--- src/rtl/collector_arbiter.sv ---
// collector_arbiter: round-robin front end that lets several router local
// ports share one packet collector. One packet at a time is captured into a
// holding register and replayed to the collector with a request/grant
// handshake. Delivered and timed-out packets are counted.
module collector_arbiter #(
    parameter int NPORTS    = 4,
    parameter int dataWidth = 32,
    parameter int TIMEOUT   = 255,
    parameter int CNT_W     = 16
) (
    input  logic                        clk,
    input  logic                        reset,
    input  logic [NPORTS*dataWidth-1:0] PacketIn,
    input  logic [NPORTS-1:0]           ReqUpStr,
    output logic [NPORTS-1:0]           GntUpStr,
    output logic [NPORTS-1:0]           UpStrFull,
    output logic [dataWidth-1:0]        PacketOut,
    output logic                        ReqDnStr,
    input  logic                        GntDnStr,
    input  logic                        DnStrFull,
    output logic [CNT_W-1:0]            PktCount,
    output logic [CNT_W-1:0]            DropCount,
    output logic [2:0]                  LastSender
);

    // Port vectors are padded to 8 entries so a 3-bit index always fits.
    localparam int         MAXP       = 8;
    localparam logic [0:0] IDLE       = 1'b0;
    localparam logic [0:0] BUSY       = 1'b1;
    localparam logic [3:0] NPORTS_W   = 4'(NPORTS);
    localparam logic [2:0] LAST_IDX   = 3'(NPORTS - 1);
    // The timer counts from 0; expiry happens on the edge it would reach TIMEOUT.
    localparam logic [7:0] TIMER_LAST = 8'(TIMEOUT - 1);

    logic [0:0]           state;
    logic [2:0]           pointer;
    logic [2:0]           curPort;
    logic [7:0]           timer;
    logic                 fullReg;
    logic [NPORTS-1:0]    gntReg;

    logic [dataWidth-1:0] portPkt [MAXP];
    logic [MAXP-1:0]      reqPad;
    logic [MAXP-1:0]      curMask;
    logic [MAXP-1:0]      eligible;
    logic                 anyReq;
    logic                 doGrant;
    logic [2:0]           winIdx;
    logic [3:0]           slot;

    genvar gi;
    generate
        for (gi = 0; gi < MAXP; gi++) begin : g_port
            if (gi < NPORTS) begin : g_real
                assign portPkt[gi] = PacketIn[gi*dataWidth +: dataWidth];
                assign reqPad[gi]  = ReqUpStr[gi];
            end else begin : g_pad
                assign portPkt[gi] = '0;
                assign reqPad[gi]  = 1'b0;
            end
            assign curMask[gi] = (curPort == 3'(gi));
        end
    endgenerate

    // While busy, the port owning the held packet may not win the recycle slot.
    assign eligible = (state == BUSY) ? (reqPad & ~curMask) : reqPad;

    // Pick the first eligible port at or after the pointer, wrapping modulo NPORTS.
    always_comb begin
        anyReq = 1'b0;
        winIdx = '0;
        slot   = '0;
        for (int i = NPORTS - 1; i >= 0; i--) begin
            slot = {1'b0, pointer} + 4'(i);
            if (slot >= NPORTS_W) begin
                slot = slot - NPORTS_W;
            end
            if (eligible[slot[2:0]]) begin
                anyReq = 1'b1;
                winIdx = slot[2:0];
            end
        end
    end

    // A new packet is accepted from IDLE, or in the same cycle the collector
    // takes the current one (back-to-back).
    assign doGrant = anyReq && ((state == IDLE) || GntDnStr);

    // Main control: acceptance, collector handshake, timeout and statistics.
    always_ff @(posedge clk or negedge reset) begin
        if (!reset) begin
            state      <= IDLE;
            pointer    <= '0;
            curPort    <= '0;
            timer      <= '0;
            fullReg    <= 1'b0;
            gntReg     <= '0;
            ReqDnStr   <= 1'b0;
            PacketOut  <= '0;
            PktCount   <= '0;
            DropCount  <= '0;
            LastSender <= '0;
        end else begin
            gntReg <= '0;

            if (doGrant) begin
                PacketOut  <= portPkt[winIdx];
                gntReg     <= NPORTS'(1) << winIdx;
                LastSender <= winIdx;
                curPort    <= winIdx;
                pointer    <= (winIdx == LAST_IDX) ? 3'd0 : winIdx + 3'd1;
                timer      <= '0;
                fullReg    <= 1'b1;
                state      <= BUSY;
            end

            if (state == IDLE) begin
                if (anyReq) begin
                    ReqDnStr <= ~DnStrFull;
                end
            end else if (GntDnStr) begin
                // A grant beats a simultaneous timeout: the packet was delivered.
                PktCount <= PktCount + CNT_W'(1);
                if (anyReq) begin
                    ReqDnStr <= 1'b1;
                end else begin
                    ReqDnStr <= 1'b0;
                    fullReg  <= 1'b0;
                    state    <= IDLE;
                end
            end else if (timer == TIMER_LAST) begin
                DropCount <= DropCount + CNT_W'(1);
                ReqDnStr  <= 1'b0;
                fullReg   <= 1'b0;
                state     <= IDLE;
            end else begin
                timer    <= timer + 8'd1;
                ReqDnStr <= ~DnStrFull;
            end
        end
    end

    assign GntUpStr  = gntReg;
    assign UpStrFull = {NPORTS{fullReg}};

endmodule

--- config.mk ---
export PLATFORM = sky130hd
export DESIGN_NAME = collector_arbiter
export DESIGN_NICKNAME = d
export VERILOG_FILES = /design/src/rtl/collector_arbiter.sv
export SDC_FILE = /design/constraint.sdc
export NUM_CORES = 1
export LEC_CHECK = 0
export ABC_AREA = 1
export BUFFER_PORTS_ARGS = -buffer_cell sky130_fd_sc_hd__buf_2
export CAP_MARGIN = 20
export CELL_PAD_IN_SITES_DETAIL_PLACEMENT = 0
export CELL_PAD_IN_SITES_GLOBAL_PLACEMENT = 1
export CORE_ASPECT_RATIO = 0.5
export CORE_MARGIN = 2
export CORE_UTILIZATION = 36
export DETAILED_ROUTE_END_ITERATION = 8
export GPL_ROUTABILITY_DRIVEN = 0
export PLACE_DENSITY_LB_ADDON = 0.1
export SYNTH_ARGS = -nofsm -noshare
export SYNTH_HDL_FRONTEND = slang
export SYNTH_SLANG_ARGS = --single-unit
--- constraint.sdc ---
create_clock -name clk -period 4.9 [get_ports clk]
set_clock_uncertainty 0.15 [all_clocks]
set_input_delay 0.98 -clock clk [delete_from_list [all_inputs] [get_ports clk]]
set_output_delay 0.98 -clock clk [all_outputs]
set_load 0.05 [all_outputs]
==> metrics.csv <==
metric,value,unit
P per Cell Area,818,nW/µm²
Hold Crit Class,register to register,
DIE WIDTH,173,µm
CP endpoint kind,register,
top cell type by total area after synthesis,dfrtp_1,
"Arr. time, crit path",3.45,ns
FF-to-FF path depth,12,
Synth Area in XOR/XNOR,6.11,%
"FFs w/ async S/R, synth",100,%
met1 global-route usage,23.5,%
DRT Pass-1 Iters,4,
final slew viol count,0,
cts repair resizes,0,
setup TNS,0,ns
DR iter-0 viols,184,
total CTS buffers,9,
Final nets,1052,
core outline area,13800,µm²
row cnt,30,
"EDFF count, synth",0,
via count,4986,
Synth Area in Compound Gates,1.75,%
Period minus WS final,3.34,ns
peak supply drop,0.356,mV
grt total ovfl,0,
Cells after Synth,710,
die height,88.7,µm
initial antenna violation count,2,
# H-tree levels,3,
CP startpoint kind,register,
Detail Route Antenna Nets,0,
detailed placer's ending HPWL,10.5,mm
drt drc,0,
Final setup violation count,0,
Sink Count,85,
grt peak-use layer,met2,
Area Growth Syn to Fin,28.1,%
"Primary FF master, synth",dfrtp_1,
layout cells sized above 1,28.2,%
critical path class,register to register,
CTS tree,yes,
Post-Route WL,14.1,mm
number of vias per cell,4.51,
Post-CTS Hold Fix Bufs,0,
IO Pins,212,
final core occ,48.0,%
Yosys top cell area share,41.2,%
Final period util,68.3,%
die footprint,15400,µm²
fmax,299,MHz
WL/cell,12.8,µm
RSZ-0062 raised after global routing,false,
synth cell count leaders,"293 x nand2_1, 89 x nand3_1, 85 x dfrtp_1",
worst-path fanout max,44,
Yosys cell types,36,
post-synthesis simple-gate area fraction,38.8,%
global-route wire length before repair,22.8,mm
Pleak,3.89,nW
most common cell in the netlist,nand2_1,
sequential area share after synthesis,41.2,%
worst slew pin tran,0.788,ns
Synth warnings,0,
"Req. time, crit path",5.00,ns
Clock Latency Late Sink,0.34,ns
multiplexer share of the synthesized area,0,%
largest net degree at the start of global routing,60,
Adder-Cell Fraction of Synth Area,2.42,%
total power draw,5.41,mW
Final Hold Fails,0,
syn_area_per_cell,7.27,µm²
Mapped Area,5160,µm²
syn nets,856,
status,"finished, final reports clean",
number of max-cap violations,0,
Synth area leaders,"dfrtp_1 41%, nand2_1 21%, nand3_1 8.6%",
Slew headroom,47.5,%
clk slew on worst S/H paths,0.07,ns
clk buf depth,2,
vias in the first global route,4788,
worst hold path depth,1,
CTS root buf,clkbuf_16,
met2 Usage GRT,31.5,%
Yosys reg bits,85,
# port buffers,211,
postcts setup bufs,0,
grt met3 use,5.84,%
GRT Total Usage,18.5,%
Starting Density,37.5,%
largest family of logic cells by synthesized area,simple AND/OR/NAND/NOR gates,
## final timing paths
| path | slack, ns | from | end |
|---|---|---|---|
| setup / recovery | 1.56 | pointer[0]$_DFFE_PN0P_ | GntUpStr[2]$_DFF_PN0_ |
| hold / removal | 0.32 | PktCount[15]$_DFFE_PN0P_ | PktCount[15]$_DFFE_PN0P_ |
| setup reg to reg | 1.56 | pointer[0]$_DFFE_PN0P_ | GntUpStr[2]$_DFF_PN0_ |
| hold reg to reg | 0.32 | PktCount[15]$_DFFE_PN0P_ | PktCount[15]$_DFFE_PN0P_ |
| max in group asynchronous | 3.14 | reset | PacketOut[25]$_DFFE_PN0P_ |
| min in group asynchronous | 0.57 | reset | PktCount[9]$_DFFE_PN0P_ |
## cell families after synthesis
| family | count (synthesis) |
|---|---|
| AO/OA/AOI/OAI | 16 |
| buffers and inverters | 109 |
| XOR/XNOR | 36 |
| flip-flops | 85 |
| adder cells (fa/ha/maj) | 10 |
| AND/OR/NAND/NOR | 454 |
## cell usage in the layout (no fill, tap or decap), drive strengths merged
| master | instances |
|---|---|
| nand2 | 303 |
| buf | 213 |
| nand3 | 91 |
| dfrtp | 85 |
| inv | 81 |
| nor2 | 36 |
| xor2 | 25 |
| xnor2 | 11 |
| o21ai | 11 |
| ha | 10 |
| clkbuf | 10 |
| or2 | 8 |
| nand4 | 4 |
| nor3 | 4 |
| o22ai | 3 |
| nor4 | 3 |
| clkinv | 3 |
| diode | 2 |
| nand3b | 2 |
| bufinv | 2 |
| and2 | 1 |
| and3b | 1 |
| a21oi | 1 |
| o211ai | 1 |
| and3 | 1 |
| clkinvlp | 1 |
## final cells by class
class                      count  area (µm²)
clock inverter                 6        96.3
inverter                      81         304
multi-input combinational    516        2530
fill                        1496        7170
tap                          192         240
sequential                    85        2130
clock buffer                  10         229
timing repair buffer         213        1070
antenna                        2        5.00
## worst max-delay path, cell delays in order (launching register included)
cell,delay (ns)
dfrtp_1,0.53
inv_2,0.12
ha_1,0.33
inv_1,0.15
nand3_1,0.10
nand3_1,0.17
nand2_1,0.10
nand2_2,0.23
nand2_2,0.35
inv_2,0.66
ha_1,0.25
inv_1,0.04
nor2_1,0.08
## metrics by stage
stage	cells	cell area [µm²]	worst slack (ns)	hold WS, ns
floorplan	710	5160	2.32	0.359
global placement	1087	6280	1.43	0.301
detailed placement	1087	6280	1.39	0.309
CTS	1103	6600	1.51	0.323
global route	1103	6600	1.13	0.336
finish	1105	6610	1.56	0.320
## state kept, by name, indices dropped and copies added, names as in the netlist
name       cells
PacketOut     32
DropCount     16
PktCount      16
timer          8
GntUpStr       4
curPort        3
pointer        3
ReqDnStr       1
fullReg        1
state          1
## power by group
part | switching [mW] | internal, mW
clock | 0.301 | 0.453
combinational | 2.57 | 0.980
sequential | 0.156 | 0.941
## layer usage
| layer | up-vias | wire, µm |
|---|---|---|
| met5 | - | 0 |
| met4 | 0 | 109 |
| met3 | 12 | 983 |
| met2 | 145 | 6480 |
| met1 | 2253 | 6550 |
| li1 | 2576 | - |
Power figures use the tool's default switching activity.
